### config.mk
export PLATFORM = sky130hd
export DESIGN_NAME = scpad_tail_router
export DESIGN_NICKNAME = d
export VERILOG_FILES = /design/src/rtl/scpad_tail_router.sv
export SDC_FILE = /design/constraint.sdc
export NUM_CORES = 2
export LEC_CHECK = 0
export CAP_MARGIN = 20
export CORE_UTILIZATION = 45
export DETAILED_ROUTE_END_ITERATION = 10
export GPL_ROUTABILITY_DRIVEN = 0
export GPL_TIMING_DRIVEN = 0
export PLACE_DENSITY = 0.67
export SLEW_MARGIN = 20
export SYNTH_ARGS = -nofsm -noshare
export SYNTH_HDL_FRONTEND = slang
export SYNTH_MEMORY_MAX_BITS = 65536
export SYNTH_SLANG_ARGS = --single-unit
### constraint.sdc
create_clock -name clk -period 18.7 [get_ports clk]
set_input_delay 5.61 -clock clk [delete_from_list [all_inputs] [get_ports clk]]
set_output_delay 5.61 -clock clk [all_outputs]
set_load 0.01 [all_outputs]
### src/rtl/scpad_tail_router.sv
// ---------------------------------------------------------------------------
// scpad_tail_router
//
// Scratchpad tail stage: steers completed read/write results from the stomach
// stage to one of NUM_SRC requester channels. Every channel owns an in-order
// response FIFO with its own valid/ready handshake, so a stalled consumer
// backpressures only its own channel. One instance per scratchpad bank.
//
// Parameters:
//   NUM_SRC    number of requester channels (0 = FE, 1 = BE, higher = extra)
//   DATA_W     read data width per response
//   FIFO_DEPTH entries per channel FIFO (power of two, >= 2)
//   SRC_W      width of the source id
//
// Ports:
//   clk, rst    clock, synchronous active-high reset
//   in_valid    stomach result valid
//   in_ready    router accepts this cycle (depends only on FIFO state/in_src)
//   in_write    1 = write completion, 0 = read data
//   in_src      destination channel
//   in_rdata    read data (ignored for write completions)
//   out_valid   per-channel response valid
//   out_ready   per-channel consumer ready
//   out_write   per-channel write-completion flag
//   out_rdata   per-channel data, channel i at [i*DATA_W +: DATA_W]
//   bad_src     one-cycle pulse after an out-of-range result was dropped
//
// Optional feature (macro SCPAD_TAIL_STATS_EN):
//   stall_cnt   per-channel saturating 16-bit count of refused cycles
//   drop_cnt    saturating 16-bit count of out-of-range drops
// ---------------------------------------------------------------------------

// Checker: parameter sanity and output stability while a channel is stalled.
module scpad_tail_router_chk #(
  parameter int NUM_SRC    = 2,
  parameter int DATA_W     = 512,
  parameter int FIFO_DEPTH = 4
) (
  input logic                      clk,
  input logic                      rst,
  input logic [NUM_SRC-1:0]        out_valid,
  input logic [NUM_SRC-1:0]        out_ready,
  input logic [NUM_SRC-1:0]        out_write,
  input logic [NUM_SRC*DATA_W-1:0] out_rdata
);

  localparam bit DEPTH_OK = (FIFO_DEPTH >= 32'sd2) &&
                            ((FIFO_DEPTH & (FIFO_DEPTH - 32'sd1)) == 32'sd0);

  logic [NUM_SRC-1:0]        hold_r;
  logic [NUM_SRC-1:0]        write_q_r;
  logic [NUM_SRC*DATA_W-1:0] rdata_q_r;

  // FIFO geometry must allow pointer wrap with one extra lap bit.
  always_ff @(posedge clk) begin
    if (!rst) begin
      assert (DEPTH_OK)
        else $error("scpad_tail_router: FIFO_DEPTH must be a power of two >= 2");
    end
  end

  // Remember which channels were stalled last cycle and what they showed.
  always_ff @(posedge clk) begin
    if (rst) begin
      hold_r <= {NUM_SRC{1'b0}};
    end else begin
      hold_r <= out_valid & ~out_ready;
    end
    write_q_r <= out_write;
    rdata_q_r <= out_rdata;
  end

  // A stalled response must stay valid and unchanged until it is taken.
  always_ff @(posedge clk) begin
    for (int i = 0; i < NUM_SRC; i++) begin
      if (!rst && hold_r[i]) begin
        assert (out_valid[i] && (out_write[i] == write_q_r[i]) &&
                (out_rdata[i*DATA_W +: DATA_W] == rdata_q_r[i*DATA_W +: DATA_W]))
          else $error("scpad_tail_router: channel %0d changed while stalled", i);
      end
    end
  end

endmodule

// Router top.
module scpad_tail_router #(
  parameter int NUM_SRC    = 2,
  parameter int DATA_W     = 512,
  parameter int FIFO_DEPTH = 4,
  parameter int SRC_W      = (NUM_SRC > 1) ? $clog2(NUM_SRC) : 1
) (
  input  logic                      clk,
  input  logic                      rst,
  input  logic                      in_valid,
  output logic                      in_ready,
  input  logic                      in_write,
  input  logic [SRC_W-1:0]          in_src,
  input  logic [DATA_W-1:0]         in_rdata,
  output logic [NUM_SRC-1:0]        out_valid,
  input  logic [NUM_SRC-1:0]        out_ready,
  output logic [NUM_SRC-1:0]        out_write,
  output logic [NUM_SRC*DATA_W-1:0] out_rdata,
`ifdef SCPAD_TAIL_STATS_EN
  output logic [NUM_SRC*16-1:0]     stall_cnt,
  output logic [15:0]               drop_cnt,
`endif
  output logic                      bad_src
);

  localparam int PTR_W = (FIFO_DEPTH > 2) ? $clog2(FIFO_DEPTH) : 1;
  localparam int ENT_W = DATA_W + 1;
  localparam logic [PTR_W:0] PTR_ONE = {{PTR_W{1'b0}}, 1'b1};

  logic [NUM_SRC-1:0] hit_s;
  logic [NUM_SRC-1:0] full_s;
  logic [NUM_SRC-1:0] push_s;
  logic               accept_s;
  logic               drop_s;
  logic [ENT_W-1:0]   push_ent_s;
  logic               bad_src_r;

  // in_ready looks only at the addressed FIFO's full flag; out_ready never
  // enters this path, so a full FIFO refuses even when it pops this cycle.
  // An out-of-range source hits no channel and is always accepted.
  assign in_ready = ~|(hit_s & full_s);
  assign accept_s = in_valid & in_ready;
  assign push_s   = hit_s & {NUM_SRC{accept_s}};
  assign drop_s   = accept_s & ~|hit_s;
  assign bad_src  = bad_src_r;

  // Build the stored entry {write, rdata}; write completions carry zero data.
  always_comb begin
    if (in_write) begin
      push_ent_s = {1'b1, {DATA_W{1'b0}}};
    end else begin
      push_ent_s = {1'b0, in_rdata};
    end
  end

  // Out-of-range pulse, high for exactly the cycle after the drop.
  always_ff @(posedge clk) begin
    if (rst) begin
      bad_src_r <= 1'b0;
    end else begin
      bad_src_r <= drop_s;
    end
  end

  for (genvar g = 0; g < NUM_SRC; g++) begin : g_ch
    logic [ENT_W-1:0] mem_r [FIFO_DEPTH];
    logic [PTR_W:0]   wr_ptr_r;
    logic [PTR_W:0]   rd_ptr_r;
    logic [PTR_W:0]   wr_ptr_s;
    logic [PTR_W:0]   rd_ptr_s;
    logic             valid_r;
    logic [ENT_W-1:0] head_r;
    logic [ENT_W-1:0] head_s;
    logic             pop_s;
    logic             empty_s;

    assign hit_s[g]  = (in_src == SRC_W'(g));
    // Same slot, different lap bit: the writer is a full lap ahead.
    assign full_s[g] = (wr_ptr_r[PTR_W] != rd_ptr_r[PTR_W]) &&
                       (wr_ptr_r[PTR_W-1:0] == rd_ptr_r[PTR_W-1:0]);
    // valid_r always equals "FIFO non-empty", so it doubles as the pop gate.
    assign pop_s     = valid_r & out_ready[g];

    // Next pointers and the entry that will sit at the head next cycle, so
    // the output registers can be loaded directly with it.
    always_comb begin
      if (push_s[g]) begin
        wr_ptr_s = wr_ptr_r + PTR_ONE;
      end else begin
        wr_ptr_s = wr_ptr_r;
      end
      if (pop_s) begin
        rd_ptr_s = rd_ptr_r + PTR_ONE;
      end else begin
        rd_ptr_s = rd_ptr_r;
      end
      empty_s = (wr_ptr_s == rd_ptr_s);
      if (empty_s) begin
        head_s = {ENT_W{1'b0}};
      end else if (push_s[g] && (rd_ptr_s == wr_ptr_r)) begin
        // The slot being written this cycle becomes the head.
        head_s = push_ent_s;
      end else begin
        head_s = mem_r[rd_ptr_s[PTR_W-1:0]];
      end
    end

    // Entry storage; contents are don't-care until written, so no reset.
    always_ff @(posedge clk) begin
      if (push_s[g]) begin
        mem_r[wr_ptr_r[PTR_W-1:0]] <= push_ent_s;
      end
    end

    // Pointers and registered head/valid outputs.
    always_ff @(posedge clk) begin
      if (rst) begin
        wr_ptr_r <= {(PTR_W+1){1'b0}};
        rd_ptr_r <= {(PTR_W+1){1'b0}};
        valid_r  <= 1'b0;
        head_r   <= {ENT_W{1'b0}};
      end else begin
        wr_ptr_r <= wr_ptr_s;
        rd_ptr_r <= rd_ptr_s;
        valid_r  <= ~empty_s;
        head_r   <= head_s;
      end
    end

    assign out_valid[g]                  = valid_r;
    assign out_write[g]                  = head_r[DATA_W];
    assign out_rdata[g*DATA_W +: DATA_W] = head_r[DATA_W-1:0];

`ifdef SCPAD_TAIL_STATS_EN
    logic [15:0] stall_r;

    // Cycles in which a result for this channel was presented but refused.
    always_ff @(posedge clk) begin
      if (rst) begin
        stall_r <= 16'h0000;
      end else if (in_valid && hit_s[g] && !in_ready && (stall_r != 16'hFFFF)) begin
        stall_r <= stall_r + 16'h0001;
      end
    end

    assign stall_cnt[g*16 +: 16] = stall_r;
`endif
  end

`ifdef SCPAD_TAIL_STATS_EN
  logic [15:0] drop_r;

  // Out-of-range drops, saturating.
  always_ff @(posedge clk) begin
    if (rst) begin
      drop_r <= 16'h0000;
    end else if (drop_s && (drop_r != 16'hFFFF)) begin
      drop_r <= drop_r + 16'h0001;
    end
  end

  assign drop_cnt = drop_r;
`endif

  scpad_tail_router_chk #(
    .NUM_SRC    (NUM_SRC),
    .DATA_W     (DATA_W),
    .FIFO_DEPTH (FIFO_DEPTH)
  ) u_chk (
    .clk       (clk),
    .rst       (rst),
    .out_valid (out_valid),
    .out_ready (out_ready),
    .out_write (out_write),
    .out_rdata (out_rdata)
  );

endmodule

==> impl_metrics.yaml <==
outcome:
  status: "finished, final reports clean"
timing:
  hold_violations: 0
  finalCritPeriodShare_pct: 68.8
  timing.fmax_ghz: 0.0778
  tightest_slew_ps: 1170
  slew_headroom_pct: 21.6
  min_period_ps: 12860
  maxSlewViolCount: 0
  finalSetupViolCount: 0
  hold_slack_ps: 601
  rsz0062_at_grt: "false"
  fin_skew_ps: 47.9
  finalSetupTns_ps: 0
floorplanning:
  fp.dieH_um: 656
  die-area_mm2: 0.430
  core-area_mm2: 0.425
  rows: 239
  io_pins: 1549
  start_util_pct: 45.3
  die_x_um: 656
run:
  drv_cap: 0
clock_tree:
  cts_sinks: 5144
  post_cts.repair.setup_buffers: 0
  cts_hold_buf: 0
  postCtsResizedCells: 0
  cts.clk_slew.worst_paths_ps: 60
  clock_latency_ps: 1050
  ctsRootBufferMaster: "clkbuf_16"
  clk_path_buf_depth: 4
  cts_tree: "yes"
  h-tree-depth: 6
  numCtsBuffers: 534
placement:
  placed_area_mm2: 0.218
  port_buffers: 1546
  place_hpwl_um: 421000
synthesis:
  synth_top_cell_area_share_pct: 64.1
  yosys_warnings: 0
  synth_seq_cells: 5144
  synth-main-ff-cell: "edfxtp_1"
  synth_edf_count: 4104
  syn-instance-count: 11813
  syn_area_per_cell_um2: 16.3
  synthesis.area_mm2: 0.192
  yosysTopAreaCell: "edfxtp_1"
  syn_nets: 12342
  synthArstFlopShare_pct: 0
  synth_area_leaders: "edfxtp_1 (64%), dfxtp_1 (11%), mux4_2 (6.0%)"
  ys_seq_area_share_pct: 74.9
  synth_cell_type_count: 53
global_route:
  grt_util_met1_pct: 36.2
  use_met2_pct: 42.5
  grt_overflow_total: 0
  use_met3_pct: 4.88
  grt_pass1_vias: 114741
  grt_usage_pct: 27.5
  antenna_found_initial: 111
  grt_max_degree: 48
  grt_pass1_wl_um: 852000
  top_usage_layer: "met2"
layout:
  postLayoutCellArea_mm2: 0.236
  final_common_cell: "edfxtp_1"
  areaGrowthSynthToFinish_pct: 22.7
  utilization_pct: 55.6
  finalNetCount: 14552
  layout-drive-gt1-share_pct: 12.6
  layout_common_cells: "edfxtp_1 (4104), clkdlybuf4s50_1 (1546), nand2_1 (1542), dfxtp_1 (1040), clkbuf_1 (686)"
critical_path:
  crit_path_max_incr_delay_ps: 740
  cp_common_cell: "clkdlybuf4s50_1"
  reg2regPathDepth: 9
  critPathCaptureType: "primary output"
  crit_slowest_cell: "clkdlybuf4s50_1"
  rr_startpoint: "g_ch[1].valid_r$_SDFF_PP0_"
  critPathLaunch: "in_src"
  timing.rr.end: "g_ch[1].head_r[341]$_SDFF_PP0_"
  r2r_slack_ps: 13720
  start_kind: "input pin"
  crit_path_cell_trace: "clkdlybuf4s50_1 > nor2_1 > a41oi_1 > clkdlybuf4s50_1"
  crit_path_end: "in_ready"
  required_ps: 13090
  crit_fanout: 7
  cp.arrival_ps: 7250
  worst-setup-path-type: "in2out"
pwr:
  p_per_area_mw_per_mm2: 119
  p_leak_uw: 0.0809
  ir_worst_vdd_uv: 91.1
  p_total_uw: 28200
drt:
  drc: 0
  drt-pass1-iter-count: 6
  via_per_inst: 5.79
  drt-total-wl_um: 609000
  num_vias: 117013
  drtIter0Drc: 13505
  antenna_left: 0
  wire_per_inst_um: 30.1
hold_path:
  hold_class: "reg2reg"
==> report_power, final <==
part	switching [uW]	internal (uW)	total, uW
sequential	256	12900	13100
clock	4490	6160	10600
combinational	2610	1800	4400
==> per-layer routing <==
layer / part of all wire (%) / vias to the layer above / wire length, um
met1: 39 / 59794 / 237000
li1: - / 50263 / -
met2: 46 / 5833 / 283000
met4: 6.6 / 18 / 40300
met3: 8.0 / 1105 / 48600
met5: 0.017 / - / 105
==> state kept, by name, summed over array words and instances (netlist names) <==
name           cells
g_ch.head_r     1026
g_ch.mem_r      4104
g_ch.rd_ptr_r      6
g_ch.valid_r       2
g_ch.wr_ptr_r      6
==> cells by family after synthesis <==
logic type | synth area share (%)
flops | 74.9
simple gates | 7.82
compound gates | 6.10
mux | 8.68
buf+inv | 2.27
xor+xnor | 0.142
fa+ha+maj | 0.0651
other cells | 0.00195
==> worst max-delay path: cells and delay by family <==
family,cells,cell delay (ps)
buf+inv,2,1350
compound gates,1,180
simple gates,1,100
==> cells in the mapped netlist (2+ instances only) <==
| master | n |
|---|---|
| a211oi_1 | 514 |
| a21bo_2 | 3 |
| a21oi_1 | 515 |
| a311o_1 | 513 |
| and2_1 | 11 |
| and3_1 | 517 |
| buf_1 | 10 |
| buf_12 | 2 |
| buf_2 | 220 |
| buf_4 | 47 |
| buf_6 | 54 |
| buf_8 | 2 |
| clkbuf_1 | 580 |
| dfxtp_1 | 1040 |
| edfxtp_1 | 4104 |
| ha_1 | 10 |
| inv_1 | 6 |
| mux2i_1 | 513 |
| mux4_2 | 513 |
| nand2_1 | 1543 |
| nand3_1 | 7 |
| nand3b_1 | 3 |
| nor2_1 | 13 |
| nor2b_1 | 512 |
| nor3_1 | 513 |
| xnor2_1 | 17 |
| xnor3_1 | 3 |
| xor2_2 | 3 |
==> final cells by class <==
cell class	count	area, um2
fillers	33121	189000
flip-flops and latches	5144	144000
multi-input cells	5747	43900
repair buffers	1674	18800
clock buffers	757	15100
well taps	5663	7090
plain buffers	915	4410
clock inverters	224	2470
diodes	82	205
inverters	7	26.3
==> worst min path at each step <==
| stage | from | slack (ps) | cells past startpoint | endpoint |
|---|---|---|---|---|
| global placement | g_ch[0].wr_ptr_r[2]$_SDFF_PP0_ | 580 | 2 | g_ch[0].wr_ptr_r[2]$_SDFF_PP0_ |
| floorplan | g_ch[0].wr_ptr_r[2]$_SDFF_PP0_ | 560 | 2 | g_ch[0].wr_ptr_r[2]$_SDFF_PP0_ |
| CTS | g_ch[1].wr_ptr_r[2]$_SDFF_PP0_ | 600 | 2 | g_ch[1].wr_ptr_r[2]$_SDFF_PP0_ |
| finish | g_ch[0].rd_ptr_r[2]$_SDFF_PP0_ | 600 | 2 | g_ch[0].rd_ptr_r[2]$_SDFF_PP0_ |
| global route | g_ch[0].wr_ptr_r[2]$_SDFF_PP0_ | 630 | 2 | g_ch[0].wr_ptr_r[2]$_SDFF_PP0_ |
| detailed placement | g_ch[1].rd_ptr_r[2]$_SDFF_PP0_ | 590 | 2 | g_ch[1].rd_ptr_r[2]$_SDFF_PP0_ |
==> stage by stage <==
step | cells | worst slack (ps)
2_1_floorplan | 11813 | 57.8
3_3_place_gp | 19022 | -12400
3_5_place_dp | 19150 | 5860
4_1_cts | 20131 | 5850
5_1_grt | 20199 | 5770
6_report | 20213 | 5840
(Power assumes the default switching activity.)
